File: config.mk
export PLATFORM = sky130hd
export DESIGN_NAME = rv_sdram_bridge
export DESIGN_NICKNAME = d
export VERILOG_FILES = /design/src/rtl/rv_sdram_bridge.sv
export SDC_FILE = /design/constraint.sdc
export NUM_CORES = 1
export LEC_CHECK = 0
export CAP_MARGIN = 20
export CELL_PAD_IN_SITES_DETAIL_PLACEMENT = 1
export CELL_PAD_IN_SITES_GLOBAL_PLACEMENT = 2
export CORE_MARGIN = 1
export CORE_UTILIZATION = 32
export DETAILED_ROUTE_END_ITERATION = 12
export GPL_TIMING_DRIVEN = 0
export PLACE_DENSITY = 0.81
export RECOVER_POWER = 100
export SLEW_MARGIN = 40
export SYNTH_ARGS = -nofsm -noshare
export SYNTH_HDL_FRONTEND = slang
export SYNTH_SLANG_ARGS = --single-unit
File: constraint.sdc
create_clock -name clk -period 5.45 [get_ports clk]
set_input_delay 1.3625 -clock clk [delete_from_list [all_inputs] [get_ports clk]]
set_output_delay 1.3625 -clock clk [all_outputs]
set_load 0.005 [all_outputs]
File: src/rtl/rv_sdram_bridge.sv
`default_nettype none
// ============================================================================
//  Module      : rv_sdram_bridge
//  Description : Splits 32-bit RISC-V core requests into 16-bit toggle-handshake
//                SDRAM transactions and reassembles read data.
//                Optional one-entry read buffer: define RVBRIDGE_RDBUF_EN.
//  Revision    : 1.0 - initial release
// ============================================================================
module rv_sdram_bridge #(
    parameter int ADDR_W = 21
) (
    input  logic              clk,
    input  logic              reset,
    input  logic              sdram_busy,
    input  logic              mem_valid,
    output logic              mem_ready,
    input  logic [ADDR_W-1:0] mem_addr,
    input  logic [3:0]        mem_wstrb,
    input  logic [31:0]       mem_wdata,
    output logic [31:0]       mem_rdata,
    output logic [ADDR_W-2:0] rv_addr,
    output logic [15:0]       rv_din,
    output logic [1:0]        rv_ds,
    output logic              rv_we,
    output logic              rv_req,
    input  logic              rv_req_ack,
    input  logic [15:0]       rv_dout
);

    typedef enum logic [2:0] {
        S_SYNC  = 3'd0,
        S_IDLE  = 3'd1,
        S_ISSUE = 3'd2,
        S_WAIT  = 3'd3,
        S_CAP   = 3'd4,
        S_RESP  = 3'd5
    } state_t;

    state_t            r_state;
    state_t            w_state_nxt;

    logic [ADDR_W-3:0] r_waddr;
    logic [3:0]        r_wstrb;
    logic [31:0]       r_wdata;
    logic              r_half;
    logic              r_ready;
    logic [31:0]       r_rdata;
    logic [ADDR_W-2:0] r_rv_addr;
    logic [15:0]       r_rv_din;
    logic [1:0]        r_rv_ds;
    logic              r_rv_we;
    logic              r_rv_req;

    logic              w_pending;
    logic              w_is_rd;
    logic              w_more;
    logic              w_accept;
    logic              w_first_hi;
    logic              w_rd_hit;
    logic              w_unused_addr;

    assign w_pending     = (r_rv_req != rv_req_ack);
    assign w_is_rd       = (r_wstrb == 4'b0000);
    // A high half is still owed only after the low half has been done.
    assign w_more        = !r_half && (w_is_rd || (r_wstrb[3:2] != 2'b00));
    assign w_accept      = mem_valid && !sdram_busy;
    assign w_first_hi    = (mem_wstrb != 4'b0000) && (mem_wstrb[1:0] == 2'b00);
    assign w_unused_addr = ^mem_addr[1:0];

`ifdef RVBRIDGE_RDBUF_EN
    logic              r_buf_vld;
    logic [ADDR_W-3:0] r_buf_addr;
    logic [31:0]       r_buf_data;
    logic              w_buf_match;

    assign w_buf_match = r_buf_vld && (r_buf_addr == mem_addr[ADDR_W-1:2]);
    assign w_rd_hit    = w_buf_match && (mem_wstrb == 4'b0000);

    always_ff @(posedge clk or posedge reset) begin
        if (reset) begin
            r_buf_vld  <= 1'b0;
            r_buf_addr <= '0;
            r_buf_data <= '0;
        end else if ((r_state == S_CAP) && r_half) begin
            r_buf_vld  <= 1'b1;
            r_buf_addr <= r_waddr;
            r_buf_data <= {rv_dout, r_rdata[15:0]};
        end else if ((r_state == S_IDLE) && w_accept && w_buf_match && (mem_wstrb != 4'b0000)) begin
            for (int b = 0; b < 4; b++) begin
                if (mem_wstrb[b]) begin
                    r_buf_data[8*b +: 8] <= mem_wdata[8*b +: 8];
                end
            end
        end
    end
`else
    assign w_rd_hit = 1'b0;
`endif

    always_comb begin
        w_state_nxt = r_state;
        case (r_state)
            S_SYNC:  if (!w_pending && !sdram_busy) w_state_nxt = S_IDLE;
            S_IDLE:  if (w_accept) w_state_nxt = w_rd_hit ? S_RESP : S_ISSUE;
            S_ISSUE: if (!sdram_busy) w_state_nxt = S_WAIT;
            S_WAIT: begin
                if (!w_pending) begin
                    if (w_is_rd)     w_state_nxt = S_CAP;
                    else if (w_more) w_state_nxt = S_ISSUE;
                    else             w_state_nxt = S_RESP;
                end
            end
            S_CAP:   w_state_nxt = w_more ? S_ISSUE : S_RESP;
            S_RESP:  w_state_nxt = S_IDLE;
            default: w_state_nxt = S_SYNC;
        endcase
    end

    always_ff @(posedge clk or posedge reset) begin
        if (reset) begin
            r_state <= S_SYNC;
        end else begin
            r_state <= w_state_nxt;
        end
    end

    always_ff @(posedge clk or posedge reset) begin
        if (reset) begin
            r_waddr   <= '0;
            r_wstrb   <= 4'b0000;
            r_wdata   <= 32'h0;
            r_half    <= 1'b0;
            r_ready   <= 1'b0;
            r_rdata   <= 32'h0;
            r_rv_addr <= '0;
            r_rv_din  <= 16'h0;
            r_rv_ds   <= 2'b00;
            r_rv_we   <= 1'b0;
            r_rv_req  <= 1'b0;
        end else begin
            r_ready <= (w_state_nxt == S_RESP);
            case (r_state)
                S_IDLE: begin
                    if (w_accept) begin
                        r_waddr <= mem_addr[ADDR_W-1:2];
                        r_wstrb <= mem_wstrb;
                        r_wdata <= mem_wdata;
                        r_half  <= w_first_hi;
`ifdef RVBRIDGE_RDBUF_EN
                        if (w_rd_hit) begin
                            r_rdata <= r_buf_data;
                        end
`endif
                    end
                end
                S_ISSUE: begin
                    // Address/data/strobes change only together with the toggle.
                    if (!sdram_busy) begin
                        r_rv_addr <= {r_waddr, r_half};
                        r_rv_din  <= r_half ? r_wdata[31:16] : r_wdata[15:0];
                        r_rv_ds   <= w_is_rd ? 2'b11 : (r_half ? r_wstrb[3:2] : r_wstrb[1:0]);
                        r_rv_we   <= !w_is_rd;
                        r_rv_req  <= ~r_rv_req;
                    end
                end
                S_WAIT: begin
                    if (!w_pending && !w_is_rd && w_more) begin
                        r_half <= 1'b1;
                    end
                end
                S_CAP: begin
                    if (r_half) begin
                        r_rdata[31:16] <= rv_dout;
                    end else begin
                        r_rdata[15:0] <= rv_dout;
                    end
                    if (w_more) begin
                        r_half <= 1'b1;
                    end
                end
                default: ;
            endcase
        end
    end

    assign mem_ready = r_ready;
    assign mem_rdata = r_rdata;
    assign rv_addr   = r_rv_addr;
    assign rv_din    = r_rv_din;
    assign rv_ds     = r_rv_ds;
    assign rv_we     = r_rv_we;
    assign rv_req    = r_rv_req;

endmodule
`default_nettype wire

==> flow_metrics.env <==
export IMPL_setup_worst_path_start_class="input pin"
export IMPL_numCtsBuffers=17
export IMPL_drive_gt1_frac=0.223
export IMPL_leakagePower_nw=3.32
export IMPL_clockBufferDepth=2
export IMPL_slew_headroom=-0.0392
export IMPL_setup_viol=0
export IMPL_grt_first_pass_wirelength_mm=22.1
export IMPL_drcViolationCount=0
export IMPL_die_area_um2=17300
export IMPL_first_global_vias=3939
export IMPL_io_buffer_count=148
export IMPL_antenna_found_initial=0
export IMPL_status="complete, but fails checks"
export IMPL_r2r_start="r_state[2]"
export IMPL_viasPerCell=4.65
export IMPL_yosysSeqAreaShare=0.615
export IMPL_nNetsFinal=594
export IMPL_fin_area_um2=7570
export IMPL_r2r_slack_ps=2790
export IMPL_start_util=0.326
export IMPL_cts_resized=0
export IMPL_timing_rr_end="rv_din[13]"
export IMPL_drt_initial_drc_count=102
export IMPL_io_pins=151
export IMPL_fmax_mhz=266
export IMPL_postCtsHoldBufs=0
export IMPL_syn_num_nets=425
export IMPL_ant_nets=0
export IMPL_fin_crit_sh=0.691
export IMPL_gp_congestion=0.792
export IMPL_cts_root_buf="clkbuf_16"
export IMPL_crit_required_ps=5730
export IMPL_slew_violations=33
export IMPL_violations="max-capacitance violations, max-slew violations"
export IMPL_die_h_um=132
export IMPL_yosysWarnings=0
export IMPL_fin_ws_ps=1680
export IMPL_criticalPathCategory="input pin to flip-flop"
export IMPL_cts_max_level=4
export IMPL_worst_r2r_path_depth=6
export IMPL_finalClockSkew_ps=5.69
export IMPL_coreArea_um2=16500
export IMPL_ys_types=35
export IMPL_placed_area_um2=7190
export IMPL_hold_class="flip-flop to flip-flop"
export IMPL_critPathCaptureType="flip-flop"
export IMPL_dieWidth_um=132
export IMPL_critPathMaxFanout=10
export IMPL_clock_latency_ps=410
export IMPL_hpwl_mm=9.36
export IMPL_grt_ovfl_total=0
export IMPL_wl_mm=13.2
export IMPL_max_cap_violations=1
export IMPL_power_density_nw_per_um2=558
export IMPL_worst_slew_pin_slew_ps=1550
export IMPL_syn_inst=347
export IMPL_layout_commonest_cell="dfrtp_1"
export IMPL_rows=47
export IMPL_cts_sinks=132
export IMPL_grt_max_degree=53
export IMPL_tritoncts="built"
export IMPL_postCtsSetupBuffers=0
export IMPL_grt_usage=0.167
export IMPL_area_delta_synth_final_pct=40.9
export IMPL_peakVddDrop_mv=0.249
export IMPL_hold_path_depth=1
export IMPL_ys_ff_latch=132
export IMPL_vias=3478
export IMPL_synth_avg_cell_area_um2=15.5
export IMPL_fin_crit_ps=3770
export IMPL_dr_pass1_iters=4
export IMPL_fill_cells=1700
export IMPL_final_cell_mix="dfrtp_1 (132), dlygate4sd3_1 (82), mux2_2 (76)"
export IMPL_hold_start="r_wdata[12]"
export IMPL_min_to="r_wdata[12]"
export IMPL_p_total_mw=4.22
export IMPL_hold_viol=0
export IMPL_place_ws_ps=2250
export IMPL_worstPathArrival_ps=4040
export IMPL_n_antenna_cell=0
export IMPL_drt_wirelength_per_cell_um=17.7
export IMPL_rsz0062_at_grt="false"
export IMPL_clk_pin_slew_ps=60
export IMPL_syn_cell_area_um2=5370
[sequential cells by signal, summed over array words and instances (netlist names)]
signal,cells
r_waddr,19
r_half,1
rv_din,16
rv_ds,2
rv_addr,20
r_state,3
rv_req,1
mem_ready,1
mem_rdata,32
rv_we,1
r_wdata,32
r_wstrb,4
[cell usage after synthesis]
master,n,area share
nand3_1,1,0.00093
a221oi_1,1,0.0016
dfrtp_1,132,0.61
nor2_1,21,0.015
mux2_2,76,0.16
mux2_1,2,0.0042
o32ai_1,1,0.0016
nor4_1,2,0.0023
o21bai_1,1,0.0014
buf_12,3,0.011
and3_1,1,0.0012
inv_1,3,0.0021
and2b_4,1,0.0019
buf_6,3,0.0063
or4b_1,1,0.0019
and4bb_1,1,0.0023
buf_4,4,0.0056
o221ai_1,1,0.0016
a2bb2oi_2,1,0.0028
o21a_1,2,0.0028
or2b_1,1,0.0014
a31o_2,1,0.0016
nor2_4,1,0.0021
or3b_2,1,0.0016
xnor2_1,1,0.0016
mux2i_1,19,0.035
o211ai_1,1,0.0014
nor3_1,3,0.0028
o21ai_0,1,0.00093
nand2b_1,2,0.0023
buf_2,8,0.0075
nand2_1,1,0.00070
xor2_1,1,0.0016
a21oi_1,19,0.018
mux2_4,29,0.081
[power breakdown]
group | switching (mW) | internal, mW | leakage [nW]
Combinational | 0.539 | 0.838 | 1.43
Sequential | 0.260 | 1.46 | 1.61
Clock | 0.413 | 0.716 | 0.284
[worst max path at each step]
stage                from           end  slack, ps  depth (start not counted)
6_report       sdram_busy        r_half       1680                          7
5_1_grt        sdram_busy        r_half       1540                          7
4_1_cts        sdram_busy        r_half       2650                          7
3_5_place_dp   sdram_busy        r_half       2250                          7
3_3_place_gp        reset    rv_addr[9]      -1280                          2
2_1_floorplan       reset  mem_rdata[0]        560                          1
[kinds of logic after synthesis]
group,Yosys count,share of synthesized area
AND/OR/NAND/NOR,37,0.0361
buffers and inverters,21,0.0326
multiplexers,126,0.280
XOR/XNOR,2,0.00326
flip-flops,132,0.615
AO/OA/AOI/OAI,29,0.0335
[layer usage]
layer	up-vias	routed length [µm]	GRT usage
li1	1564	-	-
met1	1799	5490	0.202
met2	101	6760	0.279
met3	14	723	0.0509
met4	0	229	0.0652
met5	-	0	0
[final cells by class]
type	instances	area (µm²)	area share
inverter	3	12.5	0.00165
clock inverter	9	103	0.0136
buffer	18	71.3	0.00942
multi-input combinational	194	1780	0.236
tap	220	275	0.0364
clock buffer	22	484	0.0640
sequential	132	3300	0.436
timing repair buffer	150	1540	0.203
[critical path, cell delays in order]
cell and delay (ps):
dlygate4sd3_1 600, and4bb_1 340, and2b_4 170, clkbuf_1 520, clkbuf_1 620, mux2i_1 290
o221ai_1 130
[per-stage QoR]
step	std cells	hold slack (ps)	TNS [ps]	util
after detailed placement	717	487	0	0.437
final	748	485	0	0.460
after floorplan	347	460	0	-
after CTS	748	500	0	0.472
after global placement	715	472	-167490	0.433
after global routing	748	498	0	0.460
Note: power is estimated with default switching activity, not from simulation.
